[config.mk]
export PLATFORM = sky130hd
export DESIGN_NAME = bram_fifo_ctrl
export DESIGN_NICKNAME = d
export VERILOG_FILES = /design/src/rtl/bram_fifo_ctrl.sv
export SDC_FILE = /design/constraint.sdc
export NUM_CORES = 1
export LEC_CHECK = 0
export BUFFER_PORTS_ARGS = -buffer_cell sky130_fd_sc_hd__buf_2
export CAP_MARGIN = 20
export CORE_MARGIN = 1
export CORE_UTILIZATION = 56
export DETAILED_ROUTE_END_ITERATION = 7
export PLACE_DENSITY = 0.95
export SLEW_MARGIN = 20
export SYNTH_ARGS = -nofsm -noshare
export SYNTH_HDL_FRONTEND = slang
export SYNTH_SLANG_ARGS = --single-unit
[constraint.sdc]
create_clock -name CLK -period 4.9 [get_ports CLK]
set_input_delay 0.735 -clock CLK [delete_from_list [all_inputs] [get_ports CLK]]
set_output_delay 0.735 -clock CLK [all_outputs]
set_load 0.01 [all_outputs]
[src/rtl/bram_fifo_ctrl.sv]
// ---------------------------------------------------------------------------
// bram_fifo_ctrl
//
// Turns an external 1024x16 dual-port block RAM into a first-word-fall-through
// ready/valid FIFO. RAM port A is write-only and port B is read-only. A
// 2-entry output buffer hides the RAM's one-cycle read latency, so the FIFO
// sustains one push and one pop per cycle.
//
// Ports
//   CLK          sole clock (the parent also drives RAM CLKA/CLKB from it)
//   reset        synchronous, active-high reset
//   push_valid   upstream word valid
//   push_data    upstream word
//   push_ready   controller can accept a word
//   pop_valid    head word valid
//   pop_data     head word
//   pop_ready    downstream accepts the head word
//   count        total occupancy: RAM words + in-flight read + buffered words
//   almost_full  RAM word count >= ALMOST_FULL_LVL
//   WEA/ENA      RAM port A write enable / enable
//   ADDRA/DIA    RAM write address / write data
//   ENB/ADDRB    RAM port B enable (read issue) / read address
//   DOB          RAM read data, valid the cycle after ENB
//
// Handshake: a word moves when valid and ready are both high at the rising
// edge of CLK. valid never depends on ready. push_ready depends only on
// registered state and reset, never on push_valid or pop_ready.
// ---------------------------------------------------------------------------
module bram_fifo_ctrl #(
    parameter int ADDR_BITS       = 10,
    parameter int DATA_BITS       = 16,
    parameter int ALMOST_FULL_LVL = 1000
) (
    input  logic                 CLK,
    input  logic                 reset,
    input  logic                 push_valid,
    input  logic [DATA_BITS-1:0] push_data,
    output logic                 push_ready,
    output logic                 pop_valid,
    output logic [DATA_BITS-1:0] pop_data,
    input  logic                 pop_ready,
    output logic [ADDR_BITS+1:0] count,
    output logic                 almost_full,
    output logic                 WEA,
    output logic                 ENA,
    output logic [ADDR_BITS-1:0] ADDRA,
    output logic [DATA_BITS-1:0] DIA,
    output logic                 ENB,
    output logic [ADDR_BITS-1:0] ADDRB,
    input  logic [DATA_BITS-1:0] DOB
);

    localparam int                   DEPTH     = 1 << ADDR_BITS;
    localparam logic [ADDR_BITS:0]   DEPTH_V   = (ADDR_BITS+1)'(DEPTH);
    localparam logic [ADDR_BITS:0]   AF_LVL    = (ADDR_BITS+1)'(ALMOST_FULL_LVL);
    localparam logic [ADDR_BITS+1:0] MAX_COUNT = (ADDR_BITS+2)'(DEPTH + 2);

    // Pointers carry one extra wrap bit so full (difference DEPTH) and
    // empty (difference 0) are distinguishable.
    logic [ADDR_BITS:0]   wr_ptr;
    logic [ADDR_BITS:0]   rd_ptr;
    logic                 rd_pend;
    logic [1:0]           obuf_cnt;
    logic [DATA_BITS-1:0] obuf [2];

    logic [ADDR_BITS:0]   ram_count;
    logic                 push_fire;
    logic                 pop_fire;
    logic                 issue;
    logic [1:0]           in_flight;
    logic [1:0]           cap_slot;
    logic                 cap_hi;

    always_comb begin
        ram_count  = wr_ptr - rd_ptr;
        push_ready = !reset && (ram_count != DEPTH_V);
        push_fire  = push_valid && push_ready;

        pop_valid  = (obuf_cnt != 2'd0);
        pop_data   = obuf[0];
        pop_fire   = pop_valid && pop_ready;

        // Words that will sit in the output buffer after this edge, counting
        // the read already in flight. Issue a new read only if it will fit.
        in_flight  = obuf_cnt + {1'b0, rd_pend} - {1'b0, pop_fire};
        issue      = !reset && (ram_count != '0) && (in_flight < 2'd2);

        // Returning read data lands just behind whatever survives this pop.
        cap_slot   = obuf_cnt - {1'b0, pop_fire};
        cap_hi     = (cap_slot != 2'd0);

        count       = {1'b0, ram_count}
                    + {{ADDR_BITS{1'b0}}, obuf_cnt}
                    + {{(ADDR_BITS+1){1'b0}}, rd_pend};
        almost_full = (ram_count >= AF_LVL);

        WEA   = push_fire;
        ENA   = push_fire;
        ADDRA = wr_ptr[ADDR_BITS-1:0];
        DIA   = push_data;
        ENB   = issue;
        ADDRB = rd_ptr[ADDR_BITS-1:0];
    end

    always_ff @(posedge CLK) begin
        if (reset) begin
            wr_ptr   <= '0;
            rd_ptr   <= '0;
            rd_pend  <= 1'b0;
            obuf_cnt <= 2'd0;
        end else begin
            if (push_fire) begin
                wr_ptr <= wr_ptr + (ADDR_BITS+1)'(1);
            end
            if (issue) begin
                rd_ptr <= rd_ptr + (ADDR_BITS+1)'(1);
            end
            rd_pend  <= issue;
            obuf_cnt <= in_flight;
            if (pop_fire) begin
                obuf[0] <= obuf[1];
            end
            // Placed after the shift so a capture into slot 0 during a pop
            // from a 1-entry buffer wins over the (stale) shifted value.
            if (rd_pend) begin
                obuf[cap_hi] <= DOB;
            end
        end
    end

    a_count_range: assert property (@(posedge CLK) disable iff (reset)
        count <= MAX_COUNT);

    a_capture_fits: assert property (@(posedge CLK) disable iff (reset)
        rd_pend |-> (cap_slot != 2'd2));

endmodule

# After elaboration in Yosys (flattened, before gate mapping)
# Memories as Yosys holds them, arrays and structs flattened.
# Cells that the tools add are included.
# totals
reg_bits,25
word_cells,31
memories,1
mem_bits_rw,32
input_bits,36
# memory_table
name,depth,word_bits,rd,rd_clocked_by_memory_dff,wr,line,text
obuf,2,16,2,0,2,64,logic [DATA_BITS-1:0] obuf [2];
# classes
reduce_logical,9
n_eq_ne,1
muxes,6
n_addsub,8
magnitude_cmp,2
# op_table
op,n
"11-bit by 1-bit adder with 11-bit output, second input constant",2
11-bit by 2-bit adder with 12-bit output,1
12-bit by 1-bit adder with 12-bit output,1
"11-bit by 10-bit >= comparator with 1-bit output, second input constant",1
"11-bit != test, second input constant",1
11-bit nonzero test,1
11-bit subtractor,1
1-bit two-way mux,6
1-bit logical AND,5
2-bit nonzero test,2
2-bit by 1-bit subtractor with 2-bit output,2
2-bit by 1-bit adder with 2-bit output,1
"2-bit less-than comparator, second input constant",1
1-bit zero test,1

# Longest topological paths before layout
# Gate-level depths: netlist (run 1).
# logic_depth
depth_word,5
mapped_depth,13
depth_no_buf,12

# Least setup slack after synthesis (run 1)
# OpenSTA, ideal clock, no wires.
# synth_path
path_kind,register -> output
start,reg rd_ptr[0]
end,out WEA
setup_slack_ns,1.420
arrival_time_ns,2.745
path_stages_with_launch,13
path_cell_list,dfxtp_1 > ha_1 > inv_1 > fa_1 > a21o_1 > a221oi_2 > xnor2_1 > nor3_2 > nand4_4 > o21ai_2 > buf_6 > nor2_1 > buf_4
# synth_between
elab_chain_len,4
# synth_lines
item,line,text
start: declaration,61,logic [ADDR_BITS:0] rd_ptr;
start signal: assignment,116,rd_ptr <= rd_ptr + (ADDR_BITS+1)'(1);
11-bit subtractor,75,ram_count = wr_ptr - rd_ptr;
11-bit != test,76,push_ready = !reset && (ram_count != DEPTH_V);
1-bit logical AND,76,
1-bit logical AND,77,push_fire = push_valid && push_ready;
end: declaration,44,"output logic WEA,"
# No other way between the ends.

# Worst setup path in the final report (run 1)
# layout_path
start,reg rd_ptr[0]
end,out ENB
# layout_between
elab_chain_len,4
# layout_lines
item,line,text
11-bit subtractor,75,
11-bit nonzero test,86,issue = !reset && (ram_count != '0) && (in_flight < 2'd2);
1-bit logical AND (2 in series),86,
end: declaration,48,"output logic ENB,"
# No other way between the ends.

==> results of run 1 <==
kinds of logic after synthesis:
| logic type | count (synthesis) | share of synthesized area (%) |
|---|---|---|
| simple gates | 91 | 14.3 |
| buf+inv | 67 | 11.8 |
| compound gates | 62 | 12.4 |
| flops | 57 | 41.6 |
| xor+xnor | 26 | 6.90 |
| mux | 19 | 6.01 |
| fa+ha+maj | 18 | 7.05 |
final cells by class:
class / instances / area share (%)
sequential: 57 / 37.9
multi-input combinational: 216 / 42.6
timing repair buffer: 75 / 9.86
clock buffer: 9 / 3.21
clock inverter: 7 / 1.85
inverter: 22 / 2.14
tap: 75 / 2.43
power by group through the flow:
stage	clock, W	sequential (W)	combinational, W
2_1_floorplan	0	0.000683	0.000783
3_3_place_gp	0	0.000663	0.00103
3_5_place_dp	0	0.000672	0.00107
4_1_cts	0.000437	0.000662	0.00107
5_1_grt	0.000462	0.000671	0.00117
6_report	0.000429	0.000662	0.00107
sequential cells by signal, indices dropped and copies added (netlist names):
register  cells
rd_pend       1
obuf         32
rd_ptr       11
obuf_cnt      2
wr_ptr       11
how the worst max path moves through the flow:
stage	slack, ns	depth (start not counted)	end
after detailed placement	1.02	11	ENB
after global placement	1.20	11	ENB
after global routing	0.32	11	ENB
after CTS	0.61	11	ENB
after floorplan	1.42	12	WEA
final	0.57	11	ENB
Yosys cell counts, types with 8 or more instances:
library cell / n
mux2_2: 16
edfxtp_1: 32
xor2_1: 8
ha_1: 15
nand3_1: 12
inv_1: 22
buf_4: 37
dfxtp_1: 25
nand2_1: 15
o21ai_1: 14
nor2_1: 18
a21oi_1: 18
or3_1: 12
xnor2_1: 16
cells in the final DEF, fill, tap and decap left out, types with 3 or more instances in the layout:
master	Yosys	layout
a21oi_1	18	18
clkbuf_8	0	9
edfxtp_1	32	32
o211ai_2	3	3
o21a_1	4	4
nor2_1	18	18
a21o_1	4	4
or3_1	12	12
nand3_1	12	12
inv_1	22	22
o21ai_1	14	15
or2_2	3	3
ha_1	15	15
nor2b_1	5	5
mux2_2	16	16
dfxtp_1	25	25
fa_1	3	3
and3_1	5	5
xor2_1	8	8
xnor2_1	16	16
nor3_1	5	5
clkinv_2	0	3
nand2_1	15	15
buf_2	1	73
clkinv_4	0	3
nand3b_1	3	3
critical path, cell delays in order, from the launching register on:
cell      delay (ns)
dfxtp_1         0.52
ha_1            0.24
inv_1           0.06
fa_1            0.40
a21o_1          0.24
a221oi_2        0.33
xnor2_1         0.24
nor3_2          0.29
nand4_4         0.19
o21ai_2         0.53
nor2_1          0.07
buf_2           0.16
metrics by stage:
stage                     utilization, %  setup slack, ns
after floorplan                        -             1.42
after global placement              61.2             1.20
after detailed placement            61.2             1.02
after CTS                           64.4            0.614
after global routing                64.4            0.321
final                               64.4            0.569
layer usage:
metal / routed length [um] / global-route usage, % / vias to the layer above
li1: - / - / 1256
met3: 491 / 6.85 / 6
met1: 3040 / 25.9 / 1239
met4: 42 / 7.50 / 0
met5: 0 / 0 / -
met2: 3760 / 42.1 / 110
==> flow_metrics.py, run 1 <==
metrics = {
    "power": {
        "p_int_w": 0.00129,
        "totalPowerFinal_w": 0.00216,
        "p_leak_nw": 1.62,
        "power.switching_w": 0.000874,
        "ir_worst_vdd_v": 0.000341,
        "clkPwrFrac_pct": 19.9,
        "combinationalPowerShare_pct": 49.5,
        "p_seq_share_pct": 30.6,
        "power.density_mw_per_mm2": 560,
        "sw_frac_of_total_pct": 40.4,
    },
    "timing": {
        "fin_crit_ns": 4.33,
        "hold_viol": 0,
        "fin_setup_tns_ns": 0,
        "fin_crit_sh_pct": 88.4,
        "rsz0062_at_grt": "no",
        "skew_ns": 0.0106,
        "setup_viol": 0,
        "max_slew_margin_pct": 39.2,
        "whs_ns": 0.502,
        "fmax_mhz": 231,
        "tightestPinTransition_ns": 0.907,
        "slew_viol_final": 0,
    },
    "yosys": {
        "synth.distinct_cells": 54,
        "synth_largest_area_cell": "edfxtp_1",
        "synth_area_leaders": "edfxtp_1 27%, dfxtp_1 14%, buf_4 7.9%",
        "ys_ff_latch": 57,
        "yosysWarnings": 0,
        "synth_nets": 394,
        "synth_ff_type": "edfxtp_1",
        "synth.top_cell.area_share_pct": 27.3,
        "syn_area_sq_mm": 0.00352,
        "synthCells": 340,
        "ys_seq_area_share_pct": 41.6,
        "async_flop_share_pct": 0,
        "synth.avg_cell_area_sq_um": 10.3,
        "synth-edff-count": 32,
    },
    "layout": {
        "finalNonFillerCells": 461,
        "syn_to_final_growth_pct": 9.75,
        "antenna_cells": 0,
        "ff_latch_area_sq_mm": 0.00146,
        "fillers": 492,
        "drive_gt1_share_pct": 32.4,
        "stdcell_area_sq_mm": 0.00386,
        "nets": 435,
        "multi_input_area_sq_mm": 0.00165,
    },
    "setup_path": {
        "worstReg2RegStart": "rd_ptr[0]",
        "worst_setup_path_start_kind": "flop",
        "path_class": "reg -> out",
        "required_ns": 4.16,
        "reg2reg_depth": 11,
        "r2r_end": "wr_ptr[5]",
        "crit_path_start": "rd_ptr[0]",
        "critPathMaxFanout": 14,
        "cp-end-kind": "primary output",
        "reg2reg_slack_ns": 1.36,
        "arrival_ns": 3.60,
    },
    "cts": {
        "cts_tree": "done",
        "cts_repair_resize_count": 0,
        "ctsHtreeMaxLevel": 3,
        "cts-buffers-inserted": 9,
        "cts.sinks": 57,
        "clk_latency_ns": 0.34,
        "cts_setup_buffers": 0,
        "cts_root_buf": "clkbuf_8",
        "cts-hold-fix-buffers": 0,
        "cts.clk_slew.worst_paths_ns": 0.07,
        "ctsLongestPathBuffers": 2,
    },
    "route": {
        "firstDrtPassIters": 4,
        "first_iter_violations": 97,
        "ant_nets": 0,
        "routed_wl_um": 7340,
        "via_per_inst": 5.66,
        "drc_errors": 0,
        "wire_per_inst_um": 15.9,
        "num_vias": 2611,
    },
    "global_route": {
        "overflow": 0,
        "grt_start_max_net_pins": 33,
        "grt_pass1_vias": 2431,
        "antenna_found_initial": 0,
        "grt_usage_pct": 23.2,
        "grt_pass1_wl_um": 11400,
    },
    "placement": {
        "placed_area_sq_mm": 0.00366,
        "place_inst": 445,
        "portBuffers": 73,
        "place_hpwl_um": 5430,
        "gp_congestion": 0.910,
    },
    "floorplanning": {
        "die_w_um": 81.2,
        "row_count": 28,
        "core_area_sq_mm": 0.00599,
        "num_io_pins": 106,
        "die_height_um": 81.2,
        "initial_core_util_pct": 58.7,
        "die_area_sq_mm": 0.00660,
    },
    "min_path": {
        "min_path_type": "reg -> reg",
        "worstHoldPathCells": 2,
        "min_from": "rd_ptr[10]",
        "holdPathEnd": "rd_ptr[10]",
    },
    "run": {
        "cap_viol_max_count": 0,
    },
    "status": {
        "status": "complete, no violations",
    },
}
No activity file was read; power rests on OpenSTA's default activity.
==> run 2, diff against run 1 <==
--- a/config.mk
+++ b/config.mk
@@ -10,6 +10,7 @@
 export CORE_MARGIN = 1
 export CORE_UTILIZATION = 56
 export DETAILED_ROUTE_END_ITERATION = 7
+export MAX_ROUTING_LAYER = met4
 export PLACE_DENSITY = 0.95
 export SLEW_MARGIN = 20
 export SYNTH_ARGS = -nofsm -noshare
==> constraint.sdc (replaced) <==
create_clock -name CLK -period 4.9 [get_ports CLK]
set_input_delay 0.98 -clock CLK [delete_from_list [all_inputs] [get_ports CLK]]
set_output_delay 0.98 -clock CLK [all_outputs]
set_load 0.01 [all_outputs]
==> run 2 against run 1 <==
Die area unchanged. First-iteration DRC count increased by 24%. Final cell count unchanged. Register-to-register slack improved by 0.09 ns. Fmax decreased by 3.4%. Sequential share of layout area unchanged. Clock-buffer cell count unchanged. Sequential power about the same. Setup slack got worse by 0.15 ns. Cell area unchanged. Hold slack about the same. Sequential cell count unchanged. Largest cell class unchanged.
==> flow_metrics.py, run 2 (synthesis results as in run 1) <==
metrics = {
    "setup_path": {
        "worst_setup_path_start_kind": "flop",
        "required_ns": 3.92,
        "arrival_ns": 3.50,
        "worst-path-buf-inv": 2,
        "crit_path_start": "rd_ptr[0]",
        "path_class": "reg -> out",
        "cp_cell_sequence": "ha_1, inv_1, fa_1, a21o_1, a221oi_2, xnor2_1, nor3_2, nand4_4, o21ai_2, nor2_1, buf_2",
        "worstReg2RegStart": "rd_ptr[0]",
        "cp_slowest_cell": "o21ai_2",
        "cp-end-kind": "primary output",
        "cp_top_family": "compound AO/OA/AOI/OAI gates",
        "critPathMaxFanout": 14,
        "cp_slowest_stage_delay_ns": 0.52,
    },
    "min_path": {
        "min_from": "rd_ptr[10]",
        "min_path_type": "reg -> reg",
    },
    "route": {
        "firstDrtPassIters": 4,
        "drc_errors": 0,
        "wire_per_inst_um": 15.8,
        "first_iter_violations": 120,
        "ant_nets": 0,
        "num_vias": 2602,
        "routed_wl_um": 7280,
        "via_per_inst": 5.64,
    },
    "layout": {
        "largest_reg_flops": 32,
        "nets": 435,
        "top_register": "obuf",
        "fillers": 482,
        "reg_top3": "obuf: 32 flops, rd_ptr: 11 flops, wr_ptr: 11 flops",
        "ff_latch_area_sq_mm": 0.00146,
        "layout_common_cells": "73 x buf_2, 32 x edfxtp_1, 25 x dfxtp_1",
        "multi_input_area_sq_mm": 0.00165,
        "drive_gt1_share_pct": 32.1,
        "antenna_cells": 0,
        "layout_commonest_cell": "buf_2",
        "syn_to_final_growth_pct": 9.75,
        "finalNonFillerCells": 461,
    },
    "global_route": {
        "grt_start_max_net_pins": 33,
        "overflow": 0,
        "grt_usage_pct": 23.6,
        "grt_pass1_wl_um": 11300,
        "antenna_found_initial": 0,
        "grt_pass1_vias": 2407,
    },
    "cts": {
        "ctsHtreeMaxLevel": 3,
        "cts_repair_resize_count": 0,
        "cts_root_buf": "clkbuf_8",
        "cts.sinks": 57,
        "cts_tree": "done",
        "clk_latency_ns": 0.33,
        "cts.clk_slew.worst_paths_ns": 0.07,
        "cts-buffers-inserted": 9,
        "cts_setup_buffers": 0,
        "cts-hold-fix-buffers": 0,
        "ctsLongestPathBuffers": 2,
    },
    "run": {
        "cap_viol_max_count": 0,
    },
    "timing": {
        "tightestPinTransition_ns": 0.882,
        "rsz0062_at_grt": "no",
        "setup_viol": 0,
        "fin_setup_tns_ns": 0,
        "skew_ns": 0.00363,
        "slew_viol_final": 0,
        "fmax_mhz": 223,
        "max_slew_margin_pct": 40.9,
        "fin_crit_sh_pct": 91.5,
        "fin_crit_ns": 4.48,
        "hold_viol": 0,
    },
    "power": {
        "ir_worst_vdd_v": 0.000405,
        "power.density_mw_per_mm2": 561,
        "p_leak_nw": 1.61,
    },
    "floorplanning": {
        "die_height_um": 81.2,
        "num_io_pins": 106,
        "die_w_um": 81.2,
        "initial_core_util_pct": 58.7,
        "row_count": 28,
        "core_area_sq_mm": 0.00599,
        "die_area_sq_mm": 0.00660,
    },
    "placement": {
        "place_inst": 445,
        "place_hpwl_um": 5530,
        "gp_congestion": 0.910,
        "portBuffers": 73,
    },
    "status": {
        "status": "complete, no violations",
    },
}
-- run 2: cell types whose count changed in the layout (fill, tap and decap cells not counted), sizes merged --
cell      before  now
clkinvlp       0    2
clkinv         6    4
-- run 2: stage by stage --
step	hold WS, ns	util (%)	worst slack, ns	total power (W)	cell area (sq um)
6_report	0.502	64.4	0.416	0.00216	3860
5_1_grt	0.507	64.4	0.141	0.00231	3860
4_1_cts	0.498	64.4	0.433	0.00217	3860
3_5_place_dp	0.487	61.2	0.817	0.00174	3660
3_3_place_gp	0.477	61.2	0.937	0.00169	3660
2_1_floorplan	0.464	-	1.18	0.00147	3520
-- run 2: worst paths after layout --
check	endpoint	slack (ns)	cells past startpoint
max	ENB	0.42	11
min	rd_ptr[10]	0.50	2
max reg2reg	wr_ptr[5]	1.45	11
min reg2reg	rd_ptr[10]	0.50	2
-- run 2: final cells by class --
type                       instances  share of cell area (%)
tap                               75                    2.43
timing repair buffer              75                    9.86
multi-input combinational        216                    42.6
clock buffer                       9                    3.21
sequential                        57                    37.9
clock inverter                     7                    1.85
inverter                          22                    2.14
-- run 2: worst reg2reg max path: stages (launching register included) --
cell      delay (ns)
dfxtp_1         0.48
ha_1            0.24
inv_1           0.06
fa_1            0.40
a21o_1          0.23
a221oi_2        0.31
xnor2_1         0.23
nor3_2          0.28
nand4_4         0.18
o21ai_2         0.44
nor3_1          0.15
mux2_1          0.32
-- run 2: metal layers --
layer,part of all wire (%),up-vias,track usage (%)
li1,-,1253,-
met1,41,1233,26.4
met2,51,103,40.1
met3,7.0,13,5.84
met4,1.7,0,10.0
met5,0,-,-
-- run 2: report_power, final --
group | leakage (nW) | internal [W] | total (W) | switching (W)
Combinational | 1.02 | 0.000438 | 0.00108 | 0.000640
Sequential | 0.497 | 0.000617 | 0.000661 | 0.0000437
Clock | 0.0929 | 0.000233 | 0.000425 | 0.000192
